[src/rtl/uart_pkg.sv]
// uart_pkg
// Shared definitions for the UART transmit and receive paths.
// The transmitter and the receiver both use these definitions.
//   tx_state_t  : transmitter frame state (IDLE, START, DATA, STOP)
//   DATA_WIDTH  : payload bits per frame (8)
//   FRAME_WIDTH : start + data + stop bits per frame (10)
package uart_pkg;

    localparam int DATA_WIDTH  = 8;
    localparam int FRAME_WIDTH = DATA_WIDTH + 2;

    typedef enum logic [1:0] {
        IDLE,
        START,
        DATA,
        STOP
    } tx_state_t;

endpackage

[src/rtl/uart_transmitter_baud_counter.sv]
// baud_counter
// Bit-period timer. It counts 0..MAX-1 and then wraps to zero. The receiver
// also uses this module.
//   clk   : system clock, rising edge
//   rst   : synchronous active-high reset, clears the count
//   clear : synchronous restart of the period, e.g. at the start of a frame
//   wrap  : high during the last cycle of each period (count == MAX-1)
module baud_counter #(
    parameter int MAX   = 10,
    parameter int WIDTH = (MAX > 1) ? $clog2(MAX) : 1
) (
    input  logic clk,
    input  logic rst,
    input  logic clear,
    output logic wrap
);

    localparam logic [WIDTH-1:0] LAST = WIDTH'(MAX - 1);

    logic [WIDTH-1:0] count;

    // The count restarts on reset, on an explicit clear and on its own
    // wrap, so one period is always exactly MAX cycles.
    always_ff @(posedge clk) begin
        if (rst || clear || wrap) begin
            count <= '0;
        end else begin
            count <= count + 1'b1;
        end
    end

    assign wrap = (count == LAST);

endmodule

[src/rtl/uart_transmitter.sv]
// uart_transmitter
// Serializes one byte per ready/valid handshake onto an 8N1 UART line.
// The line carries a start bit (0), eight data bits LSB first and a stop bit (1).
//   clk           : system clock, rising edge
//   rst           : synchronous active-high reset; abandons any frame in flight
//   data_in       : byte to send, sampled only on the accepting edge
//   data_in_valid : producer has a byte on data_in
//   data_in_ready : transmitter is idle and accepts a byte this cycle
//   serial_out    : UART line, idle high, always driven from a register
module uart_transmitter
    import uart_pkg::*;
#(
    parameter int CLOCK_FREQ = 125_000_000,
    parameter int BAUD_RATE  = 115_200
) (
    input  logic                  clk,
    input  logic                  rst,
    input  logic [DATA_WIDTH-1:0] data_in,
    input  logic                  data_in_valid,
    output logic                  data_in_ready,
    output logic                  serial_out
);

    localparam int SYMBOL_EDGE_TIME    = CLOCK_FREQ / BAUD_RATE;
    localparam int CLOCK_COUNTER_WIDTH = (SYMBOL_EDGE_TIME > 1) ? $clog2(SYMBOL_EDGE_TIME) : 1;

    // The counter cannot make a bit period shorter than two cycles.
    if (SYMBOL_EDGE_TIME < 2) begin : g_bad_baud
        $error("uart_transmitter: CLOCK_FREQ / BAUD_RATE must be at least 2");
    end

    tx_state_t              state;
    logic [FRAME_WIDTH-1:0] frame;
    logic [2:0]             bit_idx;
    logic                   accept;
    logic                   bit_wrap;

    assign data_in_ready = (state == IDLE);
    assign accept        = data_in_valid && data_in_ready;

    // Accepting a byte restarts the bit period, so the start bit is held
    // for a full T cycles no matter where the idle counter happened to be.
    baud_counter #(
        .MAX   (SYMBOL_EDGE_TIME),
        .WIDTH (CLOCK_COUNTER_WIDTH)
    ) u_baud_counter (
        .clk   (clk),
        .rst   (rst),
        .clear (accept),
        .wrap  (bit_wrap)
    );

    // Frame sequencer. The frame register shifts right at every bit boundary.
    // serial_out is loaded with the bit that becomes frame[0] after the
    // shift, which is frame[1] before the shift. The line therefore comes
    // straight from a flop. The stop bit is the MSB of the frame, so after
    // data[7] the next bit out is the stop bit.
    always_ff @(posedge clk) begin
        if (rst) begin
            state      <= IDLE;
            frame      <= '0;
            bit_idx    <= '0;
            serial_out <= 1'b1;
        end else begin
            case (state)
                IDLE: begin
                    serial_out <= 1'b1;
                    if (accept) begin
                        frame      <= {1'b1, data_in, 1'b0};
                        bit_idx    <= '0;
                        serial_out <= 1'b0;
                        state      <= START;
                    end
                end
                START: begin
                    if (bit_wrap) begin
                        frame      <= frame >> 1;
                        serial_out <= frame[1];
                        bit_idx    <= '0;
                        state      <= DATA;
                    end
                end
                DATA: begin
                    if (bit_wrap) begin
                        frame      <= frame >> 1;
                        serial_out <= frame[1];
                        bit_idx    <= bit_idx + 3'd1;
                        if (bit_idx == 3'd7) begin
                            state <= STOP;
                        end
                    end
                end
                STOP: begin
                    if (bit_wrap) begin
                        serial_out <= 1'b1;
                        state      <= IDLE;
                    end
                end
                default: begin
                    serial_out <= 1'b1;
                    state      <= IDLE;
                end
            endcase
        end
    end

endmodule

[config.mk]
export PLATFORM = sky130hd
export DESIGN_NAME = uart_transmitter
export DESIGN_NICKNAME = d
export VERILOG_FILES = /design/src/rtl/uart_pkg.sv /design/src/rtl/uart_transmitter_baud_counter.sv /design/src/rtl/uart_transmitter.sv
export SDC_FILE = /design/constraint.sdc
export NUM_CORES = 1
export LEC_CHECK = 0
export CORE_ASPECT_RATIO = 0.6
export CORE_UTILIZATION = 60
export DETAILED_ROUTE_END_ITERATION = 8
export PLACE_DENSITY_LB_ADDON = 0.3
export SYNTH_ARGS = -nofsm -noshare
export SYNTH_HDL_FRONTEND = slang
export SYNTH_SLANG_ARGS = --single-unit
[constraint.sdc]
create_clock -name clk -period 4.3 [get_ports clk]
set_clock_uncertainty 0.1 [all_clocks]
set_input_delay 0.645 -clock clk [delete_from_list [all_inputs] [get_ports clk]]
set_output_delay 0.645 -clock clk [all_outputs]
set_load 0.01 [all_outputs]
==> metrics.txt, run 1 <==
# TYPE chip_impl_metric gauge
chip_impl_info{name="outcome",value="finished, final reports clean"} 1
chip_impl_metric{name="worstSkewPairLatency",unit="ns"} 0.28
chip_impl_metric{name="fp.coreArea",unit="um^2"} 1980
chip_impl_metric{name="port_buffers",unit=""} 12
chip_impl_metric{name="fmax",unit="MHz"} 380
chip_impl_metric{name="largest_net_degree_at_the_start_of_global_routing",unit=""} 19
chip_impl_metric{name="avgViaCountPerCell",unit=""} 6.21
chip_impl_metric{name="crit_fanout",unit=""} 16
chip_impl_metric{name="fp-row-count",unit=""} 12
chip_impl_metric{name="detail_route.wl_per_cell",unit="um"} 15.6
chip_impl_metric{name="filler_cells_inserted",unit=""} 142
chip_impl_metric{name="finish.cell_count_without_fillers",unit=""} 189
chip_impl_metric{name="drtIter0Drc",unit=""} 122
chip_impl_metric{name="cts-buffers-inserted",unit=""} 3
chip_impl_metric{name="power.density_cell_area",unit="nW/um^2"} 645
chip_impl_metric{name="die_h",unit="um"} 38.8
chip_impl_metric{name="placedCellCount",unit=""} 185
chip_impl_metric{name="netlist-cell-type-count",unit=""} 31
chip_impl_metric{name="numClockSinks",unit=""} 26
chip_impl_metric{name="final-setup-viol-count",unit=""} 0
chip_impl_info{name="setup.worst_path.start_class",value="register"} 1
chip_impl_metric{name="cts.clk_slew.worst_paths",unit="ns"} 0.09
chip_impl_info{name="type_of_destination_of_the_critical_path",value="register"} 1
chip_impl_metric{name="cellLeakagePower",unit="nW"} 0.554
chip_impl_metric{name="grt_pass1_vias",unit=""} 1003
chip_impl_metric{name="post-dp-hpwl",unit="um"} 2110
chip_impl_metric{name="drt_pre_antenna_iters",unit=""} 5
chip_impl_metric{name="detailroute.via_count",unit=""} 1173
chip_impl_info{name="worstReg2RegStart",value="state[0]"} 1
chip_impl_info{name="clock-root-buffer",value="clkbuf_8"} 1
chip_impl_info{name="yosys.area.top_type",value="dfxtp_1"} 1
chip_impl_info{name="cts_tree",value="built"} 1
chip_impl_metric{name="wl_met3",unit="um"} 169
chip_impl_metric{name="antennaDiodeCount",unit=""} 0
chip_impl_info{name="launching_element_of_the_worst_setup_path",value="state[0]"} 1
chip_impl_metric{name="worst_ep_required_time",unit="ns"} 4.38
chip_impl_info{name="timing.critical_path.cells",value="inv_1, ha_1, nor2_1, nor2_1, a21oi_1, a311oi_1"} 1
chip_impl_metric{name="drc",unit=""} 0
chip_impl_metric{name="synthesis.instances",unit=""} 152
chip_impl_metric{name="finalMaxSlewViolations",unit=""} 0
chip_impl_info{name="path_class",value="register to register"} 1
chip_impl_metric{name="number_of_antenna_violations_at_the_first_check_in_global_routing",unit=""} 0
chip_impl_info{name="synth.top_cells.by_count",value="dfxtp_1, nor2_1, a21oi_1, a311oi_1, ha_1"} 1
chip_impl_metric{name="holdBufCountCts",unit=""} 0
chip_impl_metric{name="synth-seq-area-share",unit="%"} 38.4
chip_impl_metric{name="grt_first_pass_wirelength",unit="um"} 4770
chip_impl_metric{name="start_util",unit="%"} 68.4
chip_impl_metric{name="layout-area-overhead-vs-synth",unit="%"} 13.3
chip_impl_metric{name="number_of_synthesized_flops_with_an_enable_pin",unit=""} 0
chip_impl_metric{name="synth-warning-count",unit=""} 0
chip_impl_metric{name="cts.htree.levels",unit=""} 1
chip_impl_metric{name="maxCapViolCount",unit=""} 0
chip_impl_metric{name="global_route.overflow_total",unit=""} 0
chip_impl_info{name="synth_area_leaders",value="dfxtp_1, ha_1, nor2_1"} 1
chip_impl_info{name="most_common_cell_in_the_synthesized_netlist",value="dfxtp_1"} 1
chip_impl_metric{name="synth_top_area_share",unit="%"} 38.4
chip_impl_metric{name="cp_slowest_stage_delay",unit="ns"} 0.74
chip_impl_metric{name="final_core_utilization",unit="%"} 77.5
chip_impl_metric{name="worst_ep_arrival_time",unit="ns"} 2.71
chip_impl_metric{name="setup_total_negative_slack",unit="ns"} 0
chip_impl_metric{name="max_slew.worst_pin.slew",unit="ns"} 0.956
chip_impl_metric{name="grt.total_usage",unit="%"} 26.9
chip_impl_metric{name="floorplan.io_pins",unit=""} 13
chip_impl_metric{name="synth.cell_area",unit="um^2"} 1360
chip_impl_info{name="holdCritPathClass",value="register to register"} 1
chip_impl_metric{name="worst_vdd_drop",unit="V"} 0.000306
chip_impl_metric{name="synthArstFlopShare",unit="%"} 0
chip_impl_info{name="top_signal_layer_used",value="met4"} 1
chip_impl_metric{name="die_area",unit="um^2"} 2460
chip_impl_metric{name="wirelength_met1",unit="um"} 1360
chip_impl_metric{name="period_share",unit="%"} 61.2
chip_impl_metric{name="die_w",unit="um"} 63.4
chip_impl_info{name="crit_path_top_delay_cell",value="nor2_1"} 1
chip_impl_metric{name="post_cts_buffers",unit=""} 0
chip_impl_info{name="critPathTopFamily",value="simple AND/OR/NAND/NOR gates"} 1
chip_impl_metric{name="timing.critical_path.buf_inv",unit=""} 1
chip_impl_metric{name="wirelength",unit="um"} 2940
chip_impl_metric{name="ys_ff_latch",unit=""} 26
chip_impl_metric{name="postSynthNetCount",unit=""} 172
chip_impl_info{name="dominantRegCellSynth",value="dfxtp_1"} 1
chip_impl_metric{name="design.final.nets",unit=""} 182
chip_impl_metric{name="slew_headroom",unit="%"} 36.0
chip_impl_metric{name="gp_routability_congestion",unit=""} 0.841
chip_impl_metric{name="post_layout_min_period",unit="ns"} 2.63
chip_impl_metric{name="post_route_cells_drive_above_1_share",unit="%"} 4.35
chip_impl_info{name="rsz0062_at_grt",value="false"} 1
chip_impl_info{name="hold_path.startpoint",value="serial_out"} 1
chip_impl_metric{name="antenna_violating_nets_post_route",unit=""} 0
chip_impl_info{name="critical-path-top-cell-by-count",value="nor2_1"} 1
chip_impl_metric{name="clockBufferDepth",unit=""} 2
chip_impl_metric{name="syn-mean-instance-area",unit="um^2"} 8.91
chip_impl_metric{name="timing_hold_violations_final",unit=""} 0
chip_impl_metric{name="cts_resized",unit=""} 0
chip_impl_metric{name="met2_length",unit="um"} 1350
==> layer usage <==
metal / vias up / global-route usage (%)
met5: - / 0
li1: 570 / -
met3: 8 / 7.06
met2: 46 / 46.0
met4: 0 / 11.9
met1: 549 / 32.9
==> power breakdown <==
part           leakage, nW  internal, mW  switching, mW
Sequential           0.213         0.291         0.0334
Clock               0.0357         0.125         0.0795
Combinational        0.306         0.188          0.273
Total                0.554         0.604          0.386
==> stage by stage <==
step / area (um^2) / power [mW] / setup slack (ns) / hold slack [ns]
2_1_floorplan: 1360 / 0.699 / 2.47 / 0.330
3_3_place_gp: 1460 / 0.752 / 1.79 / 0.343
3_5_place_dp: 1460 / 0.778 / 1.62 / 0.351
4_1_cts: 1540 / 0.992 / 1.68 / 0.372
5_1_grt: 1540 / 1.05 / 1.46 / 0.398
6_report: 1540 / 0.990 / 1.67 / 0.373
==> flip-flops by register name, summed over array words and instances (netlist names) <==
signal                count
u_baud_counter.count     11
state                     2
frame                     9
serial_out                1
bit_idx                   3
==> final cells by class <==
type / instances / area, um^2 / share of cell area [%]
multi-input cells: 111 / 758 / 49.4
flip-flops and latches: 26 / 520 / 33.9
repair buffers: 12 / 120 / 7.82
clock buffers: 3 / 41.3 / 2.69
well taps: 28 / 35.0 / 2.28
clock inverters: 1 / 30.0 / 1.96
inverters: 8 / 30.0 / 1.96
==> worst register-to-register path: cells and delay by family, from the launching register on <==
family,cells,cell delay (ns)
buffers and inverters,1,0.10
AOI/OAI and AO/OA,2,0.45
and+or+nand+nor,2,0.85
DFF,1,0.37
adders and majority gates,1,0.66
==> cells by family after synthesis <==
| logic type | count (synthesis) | share of synthesized area, % |
|---|---|---|
| flip-flops | 26 | 38.4 |
| XOR/XNOR | 9 | 5.82 |
| AO/OA/AOI/OAI | 38 | 18.4 |
| adder cells (fa/ha/maj) | 9 | 8.31 |
| buffers and inverters | 15 | 5.63 |
| AND/OR/NAND/NOR | 47 | 17.5 |
| multiplexers | 8 | 5.91 |
==> cells in the final DEF (no fill, tap or decap), drive strengths merged, types with 2 or more instances in the layout <==
master          n
inv             8
nand2b          2
and3            2
dfxtp          26
mux2i           8
xnor2           7
o41ai           2
xor2            2
a311oi          9
a31o            2
nor2           22
a31oi           3
nand4           3
nor3            4
nand2           4
ha              9
clkdlybuf4s50  12
o21ai           6
a21oi          14
nand3           5
clkbuf          3
==> path summary, 6_finish.rpt <==
kind         depth (start not counted)         end  slack [ns]
min reg2reg                          1  serial_out        0.37
min                                  1  serial_out        0.37
max reg2reg                          6    frame[7]        1.67
max                                  6    frame[7]        1.67
Power figures use the tool's default switching activity.
==> run 2, diff against run 1 <==
- CORE_UTILIZATION: 60 -> 50
- clock period: 4.3 -> 2.2 ns (I/O delays scaled with it)
==> run 2 against run 1 <==
Against the previous run:
- setup slack lost 1.6 ns
- register-to-register slack worse by 1.4 ns
- clock-buffer cell count unchanged
- largest cell class unchanged
==> metrics.txt, run 2 (synthesis gave the netlist of run 1 again) <==
# TYPE chip_impl_metric gauge
chip_impl_metric{name="avgViaCountPerCell",unit=""} 5.92
chip_impl_metric{name="cellLeakagePower",unit="nW"} 0.569
chip_impl_metric{name="timing_hold_violations_final",unit=""} 0
chip_impl_metric{name="slew_headroom",unit="%"} 66.6
chip_impl_metric{name="total_power",unit="mW"} 1.98
chip_impl_metric{name="fp-row-count",unit=""} 14
chip_impl_metric{name="cts.clk_slew.worst_paths",unit="ns"} 0.08
chip_impl_metric{name="finalMaxSlewViolations",unit=""} 0
chip_impl_metric{name="cts_resized",unit=""} 0
chip_impl_metric{name="floorplan.io_pins",unit=""} 13
chip_impl_info{name="final_common_cell",value="dfxtp_1"} 1
chip_impl_metric{name="detailroute.via_count",unit=""} 1160
chip_impl_metric{name="largest_net_degree_at_the_start_of_global_routing",unit=""} 17
chip_impl_metric{name="antenna_violating_nets_post_route",unit=""} 0
chip_impl_metric{name="die_h",unit="um"} 42.3
chip_impl_info{name="most_flops_register",value="u_baud_counter.count"} 1
chip_impl_info{name="holdCritPathClass",value="register to register"} 1
chip_impl_info{name="setup.worst_path.start_class",value="register"} 1
chip_impl_info{name="cts_tree",value="built"} 1
chip_impl_metric{name="power.density_cell_area",unit="nW/um^2"} 1270
chip_impl_metric{name="die_w",unit="um"} 69.2
chip_impl_metric{name="holdBufCountCts",unit=""} 0
chip_impl_metric{name="antennaDiodeCount",unit=""} 0
chip_impl_metric{name="multi_input_gate_area_in_the_final_layout",unit="um^2"} 758
chip_impl_metric{name="die_area",unit="um^2"} 2930
chip_impl_metric{name="grt.total_usage",unit="%"} 21.6
chip_impl_metric{name="maxCapViolCount",unit=""} 0
chip_impl_metric{name="placedCellCount",unit=""} 192
chip_impl_metric{name="post_route_cells_drive_above_1_share",unit="%"} 6.10
chip_impl_metric{name="largest_register_ff_count",unit=""} 11
chip_impl_metric{name="setup_total_negative_slack",unit="ns"} 0
chip_impl_metric{name="drtIter0Drc",unit=""} 61
chip_impl_metric{name="post_layout_min_period",unit="ns"} 2.09
chip_impl_info{name="type_of_destination_of_the_critical_path",value="output pin"} 1
chip_impl_metric{name="filler_cells_inserted",unit=""} 224
chip_impl_metric{name="drt_pre_antenna_iters",unit=""} 6
chip_impl_metric{name="design.final.nets",unit=""} 185
chip_impl_metric{name="global_route.overflow_total",unit=""} 0
chip_impl_info{name="final_cell_mix",value="dfxtp_1, nor2_1, a21oi_1"} 1
chip_impl_info{name="rsz0062_at_grt",value="false"} 1
chip_impl_metric{name="grt_first_pass_wirelength",unit="um"} 4900
chip_impl_metric{name="cp_slowest_stage_delay",unit="ns"} 0.60
chip_impl_info{name="path_class",value="register to output pin"} 1
chip_impl_metric{name="postPlaceCellArea",unit="um^2"} 1490
chip_impl_metric{name="port_buffers",unit=""} 12
chip_impl_metric{name="wirelength",unit="um"} 2870
chip_impl_info{name="timing.critical_path.cells",value="inv_1, ha_1, clkdlybuf4s50_1"} 1
chip_impl_metric{name="worst_ep_arrival_time",unit="ns"} 1.66
chip_impl_info{name="critPathTopFamily",value="buffers and inverters"} 1
chip_impl_metric{name="clockBufferDepth",unit=""} 2
chip_impl_metric{name="postLayoutSetupSlackWorst",unit="ns"} 0.108
chip_impl_metric{name="layout-area-overhead-vs-synth",unit="%"} 15.3
chip_impl_metric{name="finish.cell_count_without_fillers",unit=""} 196
chip_impl_info{name="crit_path_top_delay_cell",value="clkdlybuf4s50_1"} 1
chip_impl_metric{name="fp.coreArea",unit="um^2"} 2540
chip_impl_info{name="outcome",value="finished, final reports clean"} 1
chip_impl_info{name="clock-root-buffer",value="clkbuf_8"} 1
chip_impl_metric{name="regArea",unit="um^2"} 520
chip_impl_metric{name="final_core_utilization",unit="%"} 61.5
chip_impl_metric{name="final_area",unit="um^2"} 1560
chip_impl_metric{name="fin_worst_hold_slack",unit="ns"} 0.364
chip_impl_metric{name="worst_ep_required_time",unit="ns"} 1.77
chip_impl_metric{name="drc",unit=""} 0
chip_impl_metric{name="pre_cts_ws",unit="ns"} 0.203
chip_impl_info{name="reg.largest.list",value="u_baud_counter.count x11, frame x9, bit_idx x3"} 1
chip_impl_metric{name="max_slew.worst_pin.slew",unit="ns"} 0.496
chip_impl_metric{name="detail_route.wl_per_cell",unit="um"} 14.6
chip_impl_metric{name="numClockSinks",unit=""} 26
chip_impl_metric{name="grt_pass1_vias",unit=""} 1071
chip_impl_metric{name="worstSkewPairLatency",unit="ns"} 0.27
chip_impl_metric{name="start_util",unit="%"} 53.3
chip_impl_metric{name="crit_fanout",unit=""} 7
chip_impl_metric{name="timing.critical_path.buf_inv",unit=""} 2
chip_impl_metric{name="number_of_antenna_violations_at_the_first_check_in_global_routing",unit=""} 0
chip_impl_metric{name="final-setup-viol-count",unit=""} 0
chip_impl_metric{name="cts.htree.levels",unit=""} 1
chip_impl_metric{name="period_share",unit="%"} 95.1
chip_impl_metric{name="worst_vdd_drop",unit="V"} 0.000926
chip_impl_metric{name="fmax",unit="MHz"} 478
chip_impl_metric{name="post-dp-hpwl",unit="um"} 2080
chip_impl_metric{name="cts-buffers-inserted",unit=""} 3
chip_impl_metric{name="post_cts_buffers",unit=""} 0
chip_impl_metric{name="gp_routability_congestion",unit=""} 0.811
-- run 2: cell types whose count changed in the layout (fill, tap and decap cells not counted) --
cell	previous run	this run
buf_4	0	3
-- run 2: layer usage --
layer / share of wire [%] / track usage [%]
met1: 48 / 28.7
met2: 45 / 35.0
met3: 5.7 / 6.01
met4: 0.91 / 5.31
met5: 0 / 0
-- run 2: final cells by class --
| type | instances | area share, % |
|---|---|---|
| clock inverter | 1 | 1.92 |
| clock buffer | 3 | 2.64 |
| timing repair buffer | 15 | 9.13 |
| tap | 32 | 2.56 |
| multi-input combinational | 111 | 48.5 |
| inverter | 8 | 1.92 |
| sequential | 26 | 33.3 |
-- run 2: path summary, 6_finish.rpt --
kind,from,end,slack (ns),depth (start not counted)
max,state[0],data_in_ready,0.11,3
min reg2reg,serial_out,serial_out,0.36,1
max reg2reg,u_baud_counter.count[0],frame[8],0.24,6
min,serial_out,serial_out,0.36,1
-- run 2: power breakdown --
group          internal [mW]  switching, mW  leakage, nW  total (mW)
clock                  0.244          0.154       0.0357       0.397
sequential             0.569         0.0615        0.213       0.631
combinational          0.398          0.551        0.320       0.949
total                   1.21          0.767        0.569        1.98
